===== src/rtl/fetch_seq_pkg.sv =====
// Shared types and constants for the fetch sequencer and the instruction
// register it loads.
package rv_fetch_pkg;

  typedef enum logic [2:0] {
    S_IDLE,
    S_A1,
    S_L1,
    S_A2,
    S_L2,
    S_VALID
  } state_t;

  localparam logic [1:0] FETCH_NONE = 2'b00;
  localparam logic [1:0] FETCH_B1   = 2'b01;
  localparam logic [1:0] FETCH_B2   = 2'b10;

  localparam int OPC_W        = 3;
  localparam int AD1_W        = 5;
  localparam int AD2_W        = 8;
  localparam int TWO_BYTE_BIT = 2;

  typedef struct packed {
    logic [OPC_W-1:0] opc;
    logic [AD1_W-1:0] ad1;
  } b1_t;

  // Opcode sits above ad1 in byte 1; its top bit marks a two-byte instruction.
  function automatic logic is_two_byte(input logic [7:0] b1);
    return b1[AD1_W+TWO_BYTE_BIT];
  endfunction

endpackage


===== src/rtl/fetch_seq_if.sv =====
// ROM read port, instr_reg load port and execute handshake of the fetch sequencer.
interface fetch_seq_if #(parameter int PC_W = 8);
  logic            rom_rd;
  logic [PC_W-1:0] rom_addr;
  logic [7:0]      rom_data;
  logic [1:0]      fetch;
  logic [7:0]      data;
  logic            ir_valid;
  logic            ir_ready;

  modport master (
    output rom_rd, rom_addr, fetch, data, ir_valid,
    input  rom_data, ir_ready
  );

  modport slave (
    input  rom_rd, rom_addr, fetch, data, ir_valid,
    output rom_data, ir_ready
  );
endinterface


===== src/rtl/fetch_seq_pc_counter.sv =====
// Program counter: load has priority over increment; increment wraps naturally.
module pc_counter #(
  parameter int              PC_W     = 8,
  parameter logic [PC_W-1:0] RESET_PC = '0
) (
  input  logic            clk,
  input  logic            rst,
  input  logic            load,
  input  logic [PC_W-1:0] load_val,
  input  logic            inc,
  output logic [PC_W-1:0] pc
);

  always_ff @(posedge clk) begin
    if (rst)       pc <= RESET_PC;
    else if (load) pc <= load_val;
    else if (inc)  pc <= pc + PC_W'(1);
  end

endmodule


===== src/rtl/fetch_seq.sv =====
// Instruction fetch sequencer: reads one or two bytes from the synchronous ROM,
// loads them into instr_reg and holds ir_valid until execute accepts.
module fetch_seq
  import rv_fetch_pkg::*;
#(
  parameter int              PC_W     = 8,
  parameter logic [PC_W-1:0] RESET_PC = '0
) (
  input  logic            clk,
  input  logic            rst,
  input  logic            run,
  input  logic            pc_load,
  input  logic [PC_W-1:0] pc_load_val,
  output logic [PC_W-1:0] pc,
  output logic            busy,
  fetch_seq_if.master     bus
);

  state_t state;
  logic   in_fetch;
  logic   pc_inc;

  assign in_fetch = (state == S_A1) || (state == S_L1) ||
                    (state == S_A2) || (state == S_L2);
  assign pc_inc   = (state == S_L1) || (state == S_L2);

  pc_counter #(.PC_W(PC_W), .RESET_PC(RESET_PC)) u_pc (
    .clk      (clk),
    .rst      (rst),
    .load     (pc_load),
    .load_val (pc_load_val),
    .inc      (pc_inc),
    .pc       (pc)
  );

  // A branch during a fetch drops the partial instruction and restarts at the new pc.
  always_ff @(posedge clk) begin
    if (rst)
      state <= S_IDLE;
    else if (pc_load && in_fetch)
      state <= run ? S_A1 : S_IDLE;
    else begin
      case (state)
        S_IDLE:  if (run) state <= S_A1;
        S_A1:    state <= S_L1;
        S_L1:    state <= is_two_byte(bus.rom_data) ? S_A2 : S_VALID;
        S_A2:    state <= S_L2;
        S_L2:    state <= S_VALID;
        S_VALID: if (bus.ir_ready) state <= run ? S_A1 : S_IDLE;
        default: state <= S_IDLE;
      endcase
    end
  end

  assign bus.rom_rd   = (state == S_A1) || (state == S_A2);
  assign bus.rom_addr = pc;
  assign bus.fetch    = (state == S_L1) ? FETCH_B1 :
                        (state == S_L2) ? FETCH_B2 : FETCH_NONE;
  assign bus.data     = pc_inc ? bus.rom_data : 8'h00;
  assign bus.ir_valid = (state == S_VALID);
  assign busy         = (state != S_IDLE);

endmodule

===== src/flat_wrapper.sv =====
// flat-port wrapper written by rule: the top's interface ports become plain ports
module fetch_seq_flat import rv_fetch_pkg::*;
#(
  parameter int              PC_W     = 8,
  parameter logic [PC_W-1:0] RESET_PC = '0
)
  (clk, rst, run, pc_load, pc_load_val, pc, busy, bus_rom_rd, bus_rom_addr, bus_fetch, bus_data, bus_ir_valid, bus_rom_data, bus_ir_ready);
  fetch_seq_if #(.PC_W(PC_W)) bus_i ();
  input  logic clk;
  input  logic rst;
  input  logic run;
  input  logic pc_load;
  input  logic [PC_W-1:0] pc_load_val;
  output logic [PC_W-1:0] pc;
  output logic busy;
  output wire logic [$bits(bus_i.rom_rd)-1:0] bus_rom_rd;
  output wire logic [$bits(bus_i.rom_addr)-1:0] bus_rom_addr;
  output wire logic [$bits(bus_i.fetch)-1:0] bus_fetch;
  output wire logic [$bits(bus_i.data)-1:0] bus_data;
  output wire logic [$bits(bus_i.ir_valid)-1:0] bus_ir_valid;
  input wire logic [$bits(bus_i.rom_data)-1:0] bus_rom_data;
  input wire logic [$bits(bus_i.ir_ready)-1:0] bus_ir_ready;
  assign bus_rom_rd = bus_i.rom_rd;
  assign bus_rom_addr = bus_i.rom_addr;
  assign bus_fetch = bus_i.fetch;
  assign bus_data = bus_i.data;
  assign bus_ir_valid = bus_i.ir_valid;
  assign bus_i.rom_data = bus_rom_data;
  assign bus_i.ir_ready = bus_ir_ready;
  fetch_seq #(.PC_W(PC_W), .RESET_PC(RESET_PC)) u_core (.clk(clk), .rst(rst), .run(run), .pc_load(pc_load), .pc_load_val(pc_load_val), .pc(pc), .busy(busy), .bus(bus_i));
endmodule

===== config.mk =====
export PLATFORM = sky130hd
export DESIGN_NAME = fetch_seq_flat
export DESIGN_NICKNAME = d
export VERILOG_FILES = /design/src/rtl/fetch_seq_pkg.sv /design/src/rtl/fetch_seq_if.sv /design/src/rtl/fetch_seq_pc_counter.sv /design/src/rtl/fetch_seq.sv /design/src/flat_wrapper.sv
export SDC_FILE = /design/constraint.sdc
export NUM_CORES = 1
export LEC_CHECK = 0
export ABC_CLOCK_PERIOD_IN_PS = 1550
export CAP_MARGIN = 5
export CORE_MARGIN = 3
export CORE_UTILIZATION = 38
export CTS_BUF_LIST = sky130_fd_sc_hd__clkbuf_4
export DETAILED_ROUTE_END_ITERATION = 8
export PLACE_DENSITY = 0.82
export SLEW_MARGIN = 10
export SYNTH_ARGS = -nofsm -noshare
export SYNTH_HDL_FRONTEND = slang
export SYNTH_SLANG_ARGS = --single-unit

===== constraint.sdc =====
create_clock -name clk -period 1.55 [get_ports clk]
set_input_delay 0.2325 -clock clk [delete_from_list [all_inputs] [get_ports clk]]
set_output_delay 0.2325 -clock clk [all_outputs]
set_load 0.03 [all_outputs]

==> key figures, run 1 <==
Yosys
  • Leading area contributor after synthesis: dfxtp_1
  • Synth cell types: 38
  • Fraction of the mapped netlist area in simple logic gates: 33.1%
  • Ys flop type: dfxtp_1
  • Asr flop ratio synth: 0%
  • Syn. warnings: 0
  • Post-Synth XOR/XNOR Area: ~8.5%
  • Synthesized area per cell: just under 8 um2
  • Synth Area in Adders: around 1.5%
  • Syn Nets: around 130
  • Sequential share of the synthesized area: 27.1%
  • Post-Syn Area: 812 um2
  • Mapped Cells: 105
  • Main combinational cell family by area after synthesis: simple AND/OR/NAND/NOR gates
  • Number of synthesized flops with an enable pin: 0
  • Multiplexer area fraction after synthesis: approximately 1.4%
  • Yosys reg bits: 11
  • Post-synth top area share: between 20% and 30%
  • Compound-Gate Fraction of Synth Area: between 10% and 20%
  • Synth top area cells: dfxtp_1, nor2_1, buf_4, and2_1, xnor2_1

Clock network
  • CTS tree: done
  • Root buffer selected by CTS: clkbuf_4
  • Hold buffer count at cts: 0
  • Num Clock Sinks: 11
  • Num CTS Buffers: 3
  • Clock Latency Late Sink: roughly 0.28 ns
  • H-tree Lvls: 1
  • Clock transition at the registers of the reported paths: around 0.070 ns
  • Longest Clk Path Bufs: 2

Status
  • Violated checks: negative setup slack
  • Status: finished with violations

Global routing
  • Largest net degree at the start of global routing: 16
  • Total GRT Usage: 19.1%
  • Initial antenna violation count: 0
  • Overflow after GRT: 0
  • First-pass GRT wire length: ~3.9 mm
  • Vias in the first global route: roughly 870

Worst setup path
  • Slowest CP cell: dfxtp_4
  • Worst R2R Path Depth: 4
  • Top Family by Delay on Critical Path: flip-flops
  • Crit Path Max Fanout: 6
  • FF-to-FF Start: u_core.state[2]
  • Critical path origin: u_core.state[1]
  • Worst EP required: 1.32 ns
  • Crit end category: output port
  • Buffers & Inverters on Critical Path: 2
  • Flop-to-flop setup slack: about 0.1 ns
  • Startpoint types: flip-flop
  • Cell mode on critical path: buf_6
  • Worst r2r dst: u_core.state[2]
  • Slowest stage delay, CP: around 0.37 ns
  • CP endpoint: bus_data[0]
  • Worst path cell trace: xnor2_4 > nor2_4 > buf_6 > and2_4 > buf_6
  • Crit path depth: 5
  • WP data arrival: about 1.4 ns
  • Kind of critical path: flip-flop to output port

Detailed routing
  • Drt drc: 0
  • Routed vias/inst: around 5
  • ANT nets after route: 0
  • 1st-iter DRT viols: 6
  • DR vias: around 960
  • Post-DR wirelength/cell: around 15 um
  • DRT Wirelength: between 2 and 3 mm
  • Drt first pass iters: 4

Pwr
  • Power consumption: ~0.95 mW
  • Lkg Pwr: 0.662 nW
  • Sw Ratio: 36.0%
  • Total power per unit cell area: around 630 mW/mm2
  • Clock share of power: 23.6%
  • Net Sw Power: around 0.34 mW
  • IR drop worst, VDD: around 0.39 mV
  • Internal power: 0.607 mW
  • Seq pwr share: 34.3%
  • Combinational power share: between 40% and 50%

Finish
  • Fraction of layout instances using a drive strength above 1: 34.2%
  • Final Non-Filler Cells: 188
  • Fin util: 74.8%
  • Synthesis-to-finish area growth: 84.4%
  • N_diodes: 0
  • Final #Nets: between 150 and 200

STA
  • Skew final: between 0.002 and 0.0025 ns
  • Post-route minimum period: around 1.6 ns
  • Fin. max-slew vios: 0
  • Final setup vio count: 8
  • Tcrit/Tclk final: 102%
  • Setup TNS: -0.157 ns
  • FMAX: between 0.6 and 0.7 GHz
  • Endpoints failing hold: 0
  • Final worst slack: -0.0303 ns
  • Slew @ Worst Pin: 0.506 ns
  • Relative slew slack: around 66%
  • RSZ-0062 raised after global routing: true

Floorplanning
  • Core Area: about 0.0020 mm2
  • Die height: approximately 52 um
  • Cell row count: 16
  • Die W: roughly 52 um
  • Ports: 50
  • Total Die Area: between 0.002 and 0.003 mm2
  • Initial Util: 40.6%

Job
  • Max-capacitance violation count: 0

Placed design
  • # placed instances: between 150 and 200
  • IO buf count: a little under 50
  • Hpwl dp: between 1.5 and 2 mm
  • GP Congestion: 0.745

Worst hold path
  • Worst Hold Class: primary input to flip-flop
-- logic make-up after synthesis --
logic type / count (synthesis)
XOR/XNOR: 7
AO/OA/AOI/OAI: 19
buffers and inverters: 17
adder cells (fa/ha/maj): 1
multiplexers: 1
flip-flops: 11
AND/OR/NAND/NOR: 49
-- metal layers --
metal	routed length (um)	vias up	part of all wire (%)	global-route usage [%]
li1	-	467	-	-
met1	1070	454	39	21.0
met2	1490	32	54	36.0
met3	161	3	5.9	3.70
met4	22	0	0.80	6.38
met5	0	-	0	0
-- timing repair --
action,4_1_cts,5_1_grt
gates resized for setup,23,32
buffers inserted,3,8
endpoints found under the setup margin,24,16
pin swaps,1,15
gates cloned,0,0
-- final cells by class --
| type | instances | area [um2] |
|---|---|---|
| clock buffer | 4 | 30.0 |
| fill | 151 | 504 |
| inverter | 3 | 11.3 |
| multi-input combinational | 77 | 586 |
| sequential | 11 | 225 |
| tap | 27 | 33.8 |
| timing repair buffer | 66 | 612 |
-- metrics by stage --
step           cell area, um2  worst slack [ns]  hold slack [ns]
2_1_floorplan             822            0.0266            0.391
3_3_place_gp             1290           -0.0370            0.562
3_5_place_dp             1290           -0.0647            0.583
4_1_cts                  1330          -0.00207            0.529
5_1_grt                  1500           -0.0762            0.539
6_report                 1500           -0.0303            0.526
-- cell usage in the layout (no fill, tap or decap), types with 2 or more instances in the layout --
cell	netlist	final
nand3_1	3	3
o21ai_0	2	2
buf_4	8	18
nor2_1	19	18
dlygate4sd2_1	0	15
and2_4	0	8
buf_6	0	10
nand2_1	5	5
xnor2_1	5	5
inv_1	2	2
dfxtp_1	11	9
a211oi_1	5	5
clkdlybuf4s50_1	0	20
nor3b_4	0	2
nor2b_1	2	2
a21oi_1	3	3
clkbuf_4	0	4
a311oi_1	2	2
-- worst reg2reg max path, stage by stage, from the launching register on --
cell and delay, ns:
dfxtp_2 0.39, buf_4 0.19, mux2_2 0.35, a221oi_2 0.27
o31ai_1 0.11
-- flip-flops by register name (all words and copies together) (netlist names) --
| name | count |
|---|---|
| u_core.state | 3 |
| u_core.u_pc.pc | 8 |
-- worst min path at each step --
stage	startpoint	endpoint	cells past startpoint
2_1_floorplan	rst	u_core.state[0]	2
3_3_place_gp	u_core.u_pc.pc[1]	u_core.u_pc.pc[1]	2
3_5_place_dp	u_core.u_pc.pc[1]	u_core.u_pc.pc[1]	2
4_1_cts	pc_load_val[0]	u_core.u_pc.pc[0]	3
5_1_grt	pc_load_val[0]	u_core.u_pc.pc[0]	3
6_report	pc_load_val[0]	u_core.u_pc.pc[0]	3
-- cells in the mapped netlist (2+ instances only) --
library cell	number
inv_1	2
clkbuf_1	4
nand2_1	5
a311oi_1	2
a211oi_1	5
buf_2	2
and2_1	8
nor2_1	19
nor2b_1	2
o21ai_0	2
dfxtp_1	11
a21oi_1	3
nand3_1	3
xnor2_1	5
nor3b_1	2
buf_4	8
-- power groups by stage --
| stage | registers (mW) | logic, mW | clock network, mW |
|---|---|---|---|
| 2_1_floorplan | 0.360 | 0.177 | 0 |
| 6_report | 0.325 | 0.400 | 0.224 |
| 4_1_cts | 0.323 | 0.345 | 0.224 |
| 3_5_place_dp | 0.331 | 0.353 | 0 |
| 3_3_place_gp | 0.329 | 0.349 | 0 |
| 5_1_grt | 0.329 | 0.424 | 0.243 |
Power figures use the tool's default switching activity.
==> run 2, diff against run 1 <==
Settings changed: ABC_CLOCK_PERIOD_IN_PS 1550 to not set.
==> results of run 2 <==
The final DEF is identical to that of run 1; final timing and power are the same.
